$ cat src/rtl/intra_dc_sched_if.sv
// Control/handshake bundle between the DC intra sequencer and its neighbours:
// frame start/status, datapath control, neighbour fetch and prediction buffer.
interface intra_dc_sched_if;
    logic       start;
    logic       busy;
    logic       done;
    logic [9:0] blk_x;
    logic [9:0] blk_y;
    logic       haveLeft;
    logic       haveAbove;
    logic [9:0] w;
    logic [9:0] h;
    logic [9:0] log2W;
    logic [9:0] log2H;
    logic       nb_req;
    logic       nb_ack;
    logic       pb_valid;
    logic       pb_ready;

    modport master (
        input  start, nb_ack, pb_ready,
        output busy, done, blk_x, blk_y, haveLeft, haveAbove,
               w, h, log2W, log2H, nb_req, pb_valid
    );

    modport slave (
        output start, nb_ack, pb_ready,
        input  busy, done, blk_x, blk_y, haveLeft, haveAbove,
               w, h, log2W, log2H, nb_req, pb_valid
    );
endinterface

$ cat src/rtl/intra_dc_sched.sv
// Raster-order sequencer for the DC intra-prediction datapath: one 4x4 block
// in flight, neighbour fetch -> fixed-latency predict -> buffer handshake.
module intra_dc_sched #(
    parameter int FRAME_W_BLK = 4,
    parameter int FRAME_H_BLK = 4,
    parameter int PRED_LAT    = 1
) (
    input  logic             clk,
    input  logic             rst,
    intra_dc_sched_if.master bus
);
    typedef enum logic [2:0] {
        S_IDLE, S_FETCH, S_PREDICT, S_WRITE, S_ADVANCE, S_DONE
    } state_e;

    localparam logic [9:0] LAST_X = 10'(FRAME_W_BLK - 1);
    localparam logic [9:0] LAST_Y = 10'(FRAME_H_BLK - 1);
    localparam logic [3:0] LAT    = 4'(PRED_LAT);

    state_e     state_q, state_d;
    logic [9:0] blk_x_q, blk_x_d;
    logic [9:0] blk_y_q, blk_y_d;
    logic       have_left_q, have_left_d;
    logic       have_above_q, have_above_d;
    logic [3:0] lat_cnt_q, lat_cnt_d;
    logic       has_nb;

    assign has_nb = have_left_q | have_above_q;

    always_ff @(posedge clk) begin
        if (rst) begin
            state_q      <= S_IDLE;
            blk_x_q      <= '0;
            blk_y_q      <= '0;
            have_left_q  <= 1'b0;
            have_above_q <= 1'b0;
            lat_cnt_q    <= '0;
        end else begin
            state_q      <= state_d;
            blk_x_q      <= blk_x_d;
            blk_y_q      <= blk_y_d;
            have_left_q  <= have_left_d;
            have_above_q <= have_above_d;
            lat_cnt_q    <= lat_cnt_d;
        end
    end

    always_comb begin
        state_d      = state_q;
        blk_x_d      = blk_x_q;
        blk_y_d      = blk_y_q;
        have_left_d  = have_left_q;
        have_above_d = have_above_q;
        lat_cnt_d    = lat_cnt_q;
        case (state_q)
            S_IDLE: begin
                blk_x_d      = '0;
                blk_y_d      = '0;
                have_left_d  = 1'b0;
                have_above_d = 1'b0;
                if (bus.start) state_d = S_FETCH;
            end
            // Block (0,0) has no neighbours; the datapath falls back to mid-grey.
            S_FETCH: begin
                if (!has_nb || bus.nb_ack) begin
                    state_d   = S_PREDICT;
                    lat_cnt_d = LAT;
                end
            end
            S_PREDICT: begin
                lat_cnt_d = lat_cnt_q - 4'd1;
                if (lat_cnt_q == 4'd1) state_d = S_WRITE;
            end
            S_WRITE: begin
                if (bus.pb_ready) state_d = S_ADVANCE;
            end
            S_ADVANCE: begin
                if (blk_x_q == LAST_X && blk_y_q == LAST_Y) begin
                    state_d = S_DONE;
                end else if (blk_x_q == LAST_X) begin
                    state_d      = S_FETCH;
                    blk_x_d      = '0;
                    blk_y_d      = blk_y_q + 10'd1;
                    have_left_d  = 1'b0;
                    have_above_d = 1'b1;
                end else begin
                    state_d     = S_FETCH;
                    blk_x_d     = blk_x_q + 10'd1;
                    have_left_d = 1'b1;
                end
            end
            S_DONE:  state_d = S_IDLE;
            default: state_d = S_IDLE;
        endcase
    end

    assign bus.busy      = (state_q != S_IDLE);
    assign bus.done      = (state_q == S_DONE);
    assign bus.blk_x     = blk_x_q;
    assign bus.blk_y     = blk_y_q;
    assign bus.haveLeft  = have_left_q;
    assign bus.haveAbove = have_above_q;
    assign bus.w         = 10'd4;
    assign bus.h         = 10'd4;
    assign bus.log2W     = 10'd2;
    assign bus.log2H     = 10'd2;
    // Fetch unit keeps neighbour pixels stable until the block is accepted.
    assign bus.nb_req    = has_nb && (state_q == S_FETCH || state_q == S_PREDICT ||
                                      state_q == S_WRITE);
    assign bus.pb_valid  = (state_q == S_WRITE);
endmodule

$ cat src/flat_wrapper.sv
// flat-port wrapper written by rule: the top's interface ports become plain ports
module intra_dc_sched_flat 
#(
    parameter int FRAME_W_BLK = 4,
    parameter int FRAME_H_BLK = 4,
    parameter int PRED_LAT    = 1
)
  (clk, rst, bus_start, bus_nb_ack, bus_pb_ready, bus_busy, bus_done, bus_blk_x, bus_blk_y, bus_haveLeft, bus_haveAbove, bus_w, bus_h, bus_log2W, bus_log2H, bus_nb_req, bus_pb_valid);
  intra_dc_sched_if bus_i ();
  input  logic clk;
  input  logic rst;
  input wire logic [$bits(bus_i.start)-1:0] bus_start;
  input wire logic [$bits(bus_i.nb_ack)-1:0] bus_nb_ack;
  input wire logic [$bits(bus_i.pb_ready)-1:0] bus_pb_ready;
  output wire logic [$bits(bus_i.busy)-1:0] bus_busy;
  output wire logic [$bits(bus_i.done)-1:0] bus_done;
  output wire logic [$bits(bus_i.blk_x)-1:0] bus_blk_x;
  output wire logic [$bits(bus_i.blk_y)-1:0] bus_blk_y;
  output wire logic [$bits(bus_i.haveLeft)-1:0] bus_haveLeft;
  output wire logic [$bits(bus_i.haveAbove)-1:0] bus_haveAbove;
  output wire logic [$bits(bus_i.w)-1:0] bus_w;
  output wire logic [$bits(bus_i.h)-1:0] bus_h;
  output wire logic [$bits(bus_i.log2W)-1:0] bus_log2W;
  output wire logic [$bits(bus_i.log2H)-1:0] bus_log2H;
  output wire logic [$bits(bus_i.nb_req)-1:0] bus_nb_req;
  output wire logic [$bits(bus_i.pb_valid)-1:0] bus_pb_valid;
  assign bus_i.start = bus_start;
  assign bus_i.nb_ack = bus_nb_ack;
  assign bus_i.pb_ready = bus_pb_ready;
  assign bus_busy = bus_i.busy;
  assign bus_done = bus_i.done;
  assign bus_blk_x = bus_i.blk_x;
  assign bus_blk_y = bus_i.blk_y;
  assign bus_haveLeft = bus_i.haveLeft;
  assign bus_haveAbove = bus_i.haveAbove;
  assign bus_w = bus_i.w;
  assign bus_h = bus_i.h;
  assign bus_log2W = bus_i.log2W;
  assign bus_log2H = bus_i.log2H;
  assign bus_nb_req = bus_i.nb_req;
  assign bus_pb_valid = bus_i.pb_valid;
  intra_dc_sched #(.FRAME_W_BLK(FRAME_W_BLK), .FRAME_H_BLK(FRAME_H_BLK), .PRED_LAT(PRED_LAT)) u_core (.clk(clk), .rst(rst), .bus(bus_i));
endmodule
$ cat config.mk
export PLATFORM = sky130hd
export DESIGN_NAME = intra_dc_sched_flat
export DESIGN_NICKNAME = d
export VERILOG_FILES = /design/src/rtl/intra_dc_sched_if.sv /design/src/rtl/intra_dc_sched.sv /design/src/flat_wrapper.sv
export SDC_FILE = /design/constraint.sdc
export NUM_CORES = 1
export LEC_CHECK = 0
export ABC_AREA = 1
export CORE_UTILIZATION = 31
export CTS_BUF_LIST = sky130_fd_sc_hd__clkbuf_4 sky130_fd_sc_hd__clkbuf_8
export CTS_CLUSTER_SIZE = 20
export DETAILED_ROUTE_END_ITERATION = 8
export PLACE_DENSITY_LB_ADDON = 0.25
export SLEW_MARGIN = 30
export SYNTH_ARGS = -nofsm -noshare
export SYNTH_HDL_FRONTEND = slang
export SYNTH_SLANG_ARGS = --single-unit
$ cat constraint.sdc
create_clock -name clk -period 1.5 [get_ports clk]
set_input_delay 0.15 -clock clk [delete_from_list [all_inputs] [get_ports clk]]
set_output_delay 0.15 -clock clk [all_outputs]
set_load 0.05 [all_outputs]
# Word-level counts from Yosys, hierarchy flattened
# Cells that the tools add are included.
# word_totals
in_bits	5
wordCells	58
register_bits	29
# op_classes
n_reduce_logical	14
bitwise	1
eq_ne	14
muxes	20
add_sub_neg	3
# ops
cell	count
$mux 10	4
$pmux 10 s2	2
$add 10x1->10 const B	2
$eq 10x2->1 const B	2
$mux 3	5
$pmux 3 s5	1
$pmux 4 s2	1
$eq 3x2->1 const B	2
$eq 3x3->1 const B	2
$ne 2x1->1 const B	3
$ne 2x2->1 const B	3
$eq 4x1->1 const B	1
$mux 1	4
$mux 4	1
$pmux 1 s2	2
$reduce_and 2->1	2
$reduce_and 4->1	1
$reduce_bool 2->1	2
$sub 4x1->4 const B	1
$eq 3x1->1 const B	1
$logic_not 3->1	1
$logic_or 1x1->1	3
$reduce_and 3->1	1
$reduce_bool 3->1	1
3 further kinds	4

# Longest topological paths before layout
# depth
word_depth	5
depth_mapped	10
mapped_depth_nobuf	10

# Least setup slack after synthesis
# OpenSTA, ideal clock, no wires.
# synth_path
path_type	register -> register
startpoint	register u_core.blk_x_q[0] (netlist: u_core.bus.blk_x[0])
endpoint	register u_core.blk_y_q[2] (netlist: u_core.bus.blk_y[2])
stages_incl_launch_ff	9
required_time_ps	1430
setup_time_ps	70
path_buffers	1
arrival_time_ps	1866
slack_ps	-437
cell_sequence	dfxtp_1 -> ha_1 -> nand3_1 -> nor2_4 -> nand2_4 -> nand3_2 -> buf_6 -> nand2_1 -> a21oi_1
# synth_between
elab_chain_len	4
word_cells_on_any_way	5
cone_classes	eq/ne: 3; reduce/logical: 2
# synth_lines
item	line_no	text
start: declaration	intra_dc_sched.sv:21	logic [9:0] blk_x_q, blk_x_d;
start signal: assignment	intra_dc_sched.sv:40	blk_x_q <= blk_x_d;
$eq 10x2->1 (*)	intra_dc_sched.sv:78, intra_dc_sched.sv:80	
$logic_and 1x1->1	intra_dc_sched.sv:78	if (blk_x_q == LAST_X && blk_y_q == LAST_Y) begin
$ne 2x2->1 (no line)	--	
$reduce_and 3->1 (no line) (*)	--	
end signal: assignment	intra_dc_sched.sv:41	blk_y_q <= blk_y_d;
end: declaration	intra_dc_sched.sv:22	logic [9:0] blk_y_q, blk_y_d;
# Mark *: on every way between the ends. The rest lies on a longest branch, timed or not.
# A chain may end at the register's enable or synchronous reset.

# Worst setup path in the final report
# layout_path
startpoint	register u_core.blk_x_q[1] (netlist: u_core.bus.blk_x[1])
endpoint	register u_core.blk_x_q[4] (netlist: u_core.bus.blk_x[4])
# layout_between
elab_chain_len	4
word_cells_on_any_way	8
cone_classes	add/sub: 1; eq/ne: 2; mux: 3; reduce/logical: 2
# layout_lines
item	line_no
$add 10x1->10 or $eq 10x2->1 (tied branches)	intra_dc_sched.sv:88, intra_dc_sched.sv:78, intra_dc_sched.sv:80
$mux 10 or $logic_and 1x1->1 (tied branches)	intra_dc_sched.sv:80, intra_dc_sched.sv:78
$mux 10 or $ne 2x2->1 (tied branches)	--
$pmux 10 s2 or $reduce_and 2->1 (tied branches)	--
# Several ways; a longest one is shown, not always the timed one. The select of a mux whose other input is x is not followed.

==> flow_summary.ini <==
[layout]
n_antenna_cell = 0
fillerInstances = 676
fin_nets = 379
drive_gt1_frac = 0.318
areaGrowthSynthToFinish_pct = 35.8

[sta]
rsz0062_at_grt = yes
drv_slew = 0
finalCriticalPeriod_ns = 1.47
fin_crit_sh = 0.977
finClkSkew_ns = 0.00872
finalHoldViolCount = 0
fmax_mhz = 683
finalSetupViolCount = 0
worst_slack_ns = 0.0348

[power_and_ir_drop]
p_int_mw = 2.19
powerDensity_mw_per_mm2 = 1460
p_comb_frac = 0.543
totalPowerFinal_mw = 4.04
clkPwrFrac = 0.212
power_frac_seq = 0.245
irDropWorstVdd_uv = 1240
p_sw_frac = 0.457
power.switching_mw = 1.85
p_leak_nw = 1.23

[placed_design]
dp_slack_ns = -0.0489
routabilityCongestion = 0.833
port_buffers = 30
dp_hpwl_mm = 3.53

[global_routing]
track_usage = 0.143
grt_start_max_net_pins = 18
grt_pass1_vias = 1724
gr-total-overflow = 0
antenna_found_initial = 0
grt_pass1_wl_mm = 7.96

[die]
core_mm2 = 0.00635
fp-row-count = 29
pin_count = 71
die_h_um = 83.2
initial_core_util = 0.322
dieArea_mm2 = 0.00692
die_w_um = 83.2

[critical_path]
end_kind = register
crit_required_ns = 1.71
path_max_fanout = 9
start_kind = register
path_class = register to register
worstPathArrival_ns = 1.67

[drt]
wl_met1_mm = 2.26
met3WireLength_um = 245
ant_nets = 0
wl_per_cell_um = 11.0
num_vias = 2019
avgViaCountPerCell = 4.51
route.met2.wl_mm = 2.34
routed_wl_mm = 4.92
firstDrtPassIters = 4
top_layer_used = met4
drt_iter0_markers = 64
drc = 0

[logic_synthesis]
synth_top_family_by_area = simple AND/OR/NAND/NOR gates
synth-adder-area-share = 0.0245
synth_edf_count = 0
ys_seq_elements = 29
synth-main-ff-cell = dfxtp_1
synthArstFlopShare = 0
netlist_instances = 306
synth-compound-area-share = 0.110
synthSimpleGateAreaFrac = 0.344
syn_area_per_cell_um2 = 6.67
yosysSeqAreaShare = 0.284
synth_area_mm2 = 0.00204
synth_xor_area_frac = 0.0129
synthMuxAreaShare = 0
synth.distinct_cells = 34
yosysWarnings = 0

[clocking]
cts_num_sinks = 29
cts_buffers = 5
cts_buffer_depth = 2
worstSkewPairLatency_ns = 0.29
clk_pin_slew_ns = 0.07
cts_tree = done
cts-root-buf = clkbuf_8
htree_levels = 2

[flow_run]
max-cap-violations = 0

[hold_path]
hold_class = register to register

[run_status]
outcome = completed
## logic make-up after synthesis
kind of cell,Yosys count
flip-flops,29
AND/OR/NAND/NOR,150
adder cells (fa/ha/maj),4
other,2
buffers and inverters,77
XOR/XNOR,3
AO/OA/AOI/OAI,41
## critical path, stage by stage, from the launching register on
cell and delay, ns:
dfxtp_4 0.37, ha_4 0.15, nand3_4 0.10, nor2_4 0.22, nand2_4 0.14, nand2_8 0.13
buf_4 0.12, nand2_1 0.04, a21oi_1 0.11
## cell usage after synthesis (3+ instances only)
master | count | area (um2)
nor3_1 | 8 | 40.0
nand4_1 | 5 | 31.3
inv_1 | 30 | 113
nand2_1 | 71 | 267
nor2_4 | 3 | 33.8
xor2_1 | 3 | 26.3
dfxtp_1 | 29 | 581
a21oi_1 | 22 | 110
nand3_1 | 16 | 80.1
buf_4 | 40 | 300
nor3b_1 | 3 | 22.5
o21ai_0 | 8 | 40.0
clkbuf_1 | 3 | 11.3
nor2_1 | 35 | 131
ha_1 | 4 | 50.1
## cell type report
| class | count | area, um2 | area share |
|---|---|---|---|
| multi-input cells | 239 | 1280 | 0.461 |
| inverters | 33 | 126 | 0.0456 |
| repair buffers | 62 | 537 | 0.194 |
| clock buffers | 6 | 82.6 | 0.0298 |
| well taps | 77 | 96.3 | 0.0347 |
| clock inverters | 2 | 36.3 | 0.0131 |
| flip-flops and latches | 29 | 618 | 0.223 |
## state kept, by name, summed over array words and instances (netlist names)
signal / cells
u_core.bus.blk_y: 10
u_core.lat_cnt_q: 4
u_core.bus.haveLeft: 1
u_core.bus.blk_x: 10
u_core.bus.haveAbove: 1
u_core.state_q: 3
## cell usage in the layout, fill, tap and decap left out, drive strengths merged, types with 8 or more instances in the layout
| cell | Yosys | routed |
|---|---|---|
| buf | 41 | 58 |
| dfxtp | 29 | 29 |
| a21oi | 22 | 22 |
| nand2 | 73 | 73 |
| nand3 | 18 | 19 |
| conb | 2 | 40 |
| inv | 33 | 34 |
| nor3 | 8 | 8 |
| nor2 | 41 | 41 |
| o21ai | 11 | 11 |
## repair_timing
item | in CTS | in global routing
gates cloned | 0 | 1
setup buffers | 1 | 7
pin swaps | 2 | 14
setup endpoints to repair | 11 | 24
hold buffers | 0 | 0
gates resized for setup | 3 | 21
## final timing paths
path,start,to,slack (ns),depth (start not counted)
worst max-delay path,u_core.bus.blk_x[1]$_SDFFE_PP0P_,u_core.bus.blk_x[4]$_SDFFE_PP0P_,0.03,8
worst min-delay path,u_core.bus.blk_x[3]$_SDFFE_PP0P_,u_core.bus.blk_x[3]$_SDFFE_PP0P_,0.47,2
worst max register to register,u_core.bus.blk_x[1]$_SDFFE_PP0P_,u_core.bus.blk_x[4]$_SDFFE_PP0P_,0.03,8
worst min register to register,u_core.bus.blk_x[3]$_SDFFE_PP0P_,u_core.bus.blk_x[3]$_SDFFE_PP0P_,0.47,2
## per-layer routing
layer,global-route usage,up-vias
li1,-,1030
met1,0.185,918
met2,0.228,65
met3,0.0338,6
met4,0.0564,0
met5,0,-
## metrics by stage
| stage | instances | TNS, ns | instance area, um2 | hold slack, ns | util |
|---|---|---|---|---|---|
| after floorplan | 344 | 0 | 2240 | 0.437 | - |
| after CTS | 440 | 0 | 2620 | 0.479 | 0.412 |
| final | 448 | 0 | 2770 | 0.472 | 0.437 |
| after global placement | 431 | -0.0662 | 2470 | 0.454 | 0.389 |
| after detailed placement | 431 | -0.298 | 2470 | 0.461 | 0.389 |
| after global routing | 448 | -0.249 | 2770 | 0.495 | 0.437 |
## power groups by stage
stage | sequential [mW] | combinational (mW) | clock [mW]
after detailed placement | 0.991 | 1.85 | 0
final | 0.989 | 2.19 | 0.856
after floorplan | 1.09 | 1.33 | 0
after global routing | 1.00 | 2.39 | 0.912
after global placement | 0.989 | 1.85 | 0
after CTS | 0.975 | 1.95 | 0.879
(Power assumes the default switching activity.)
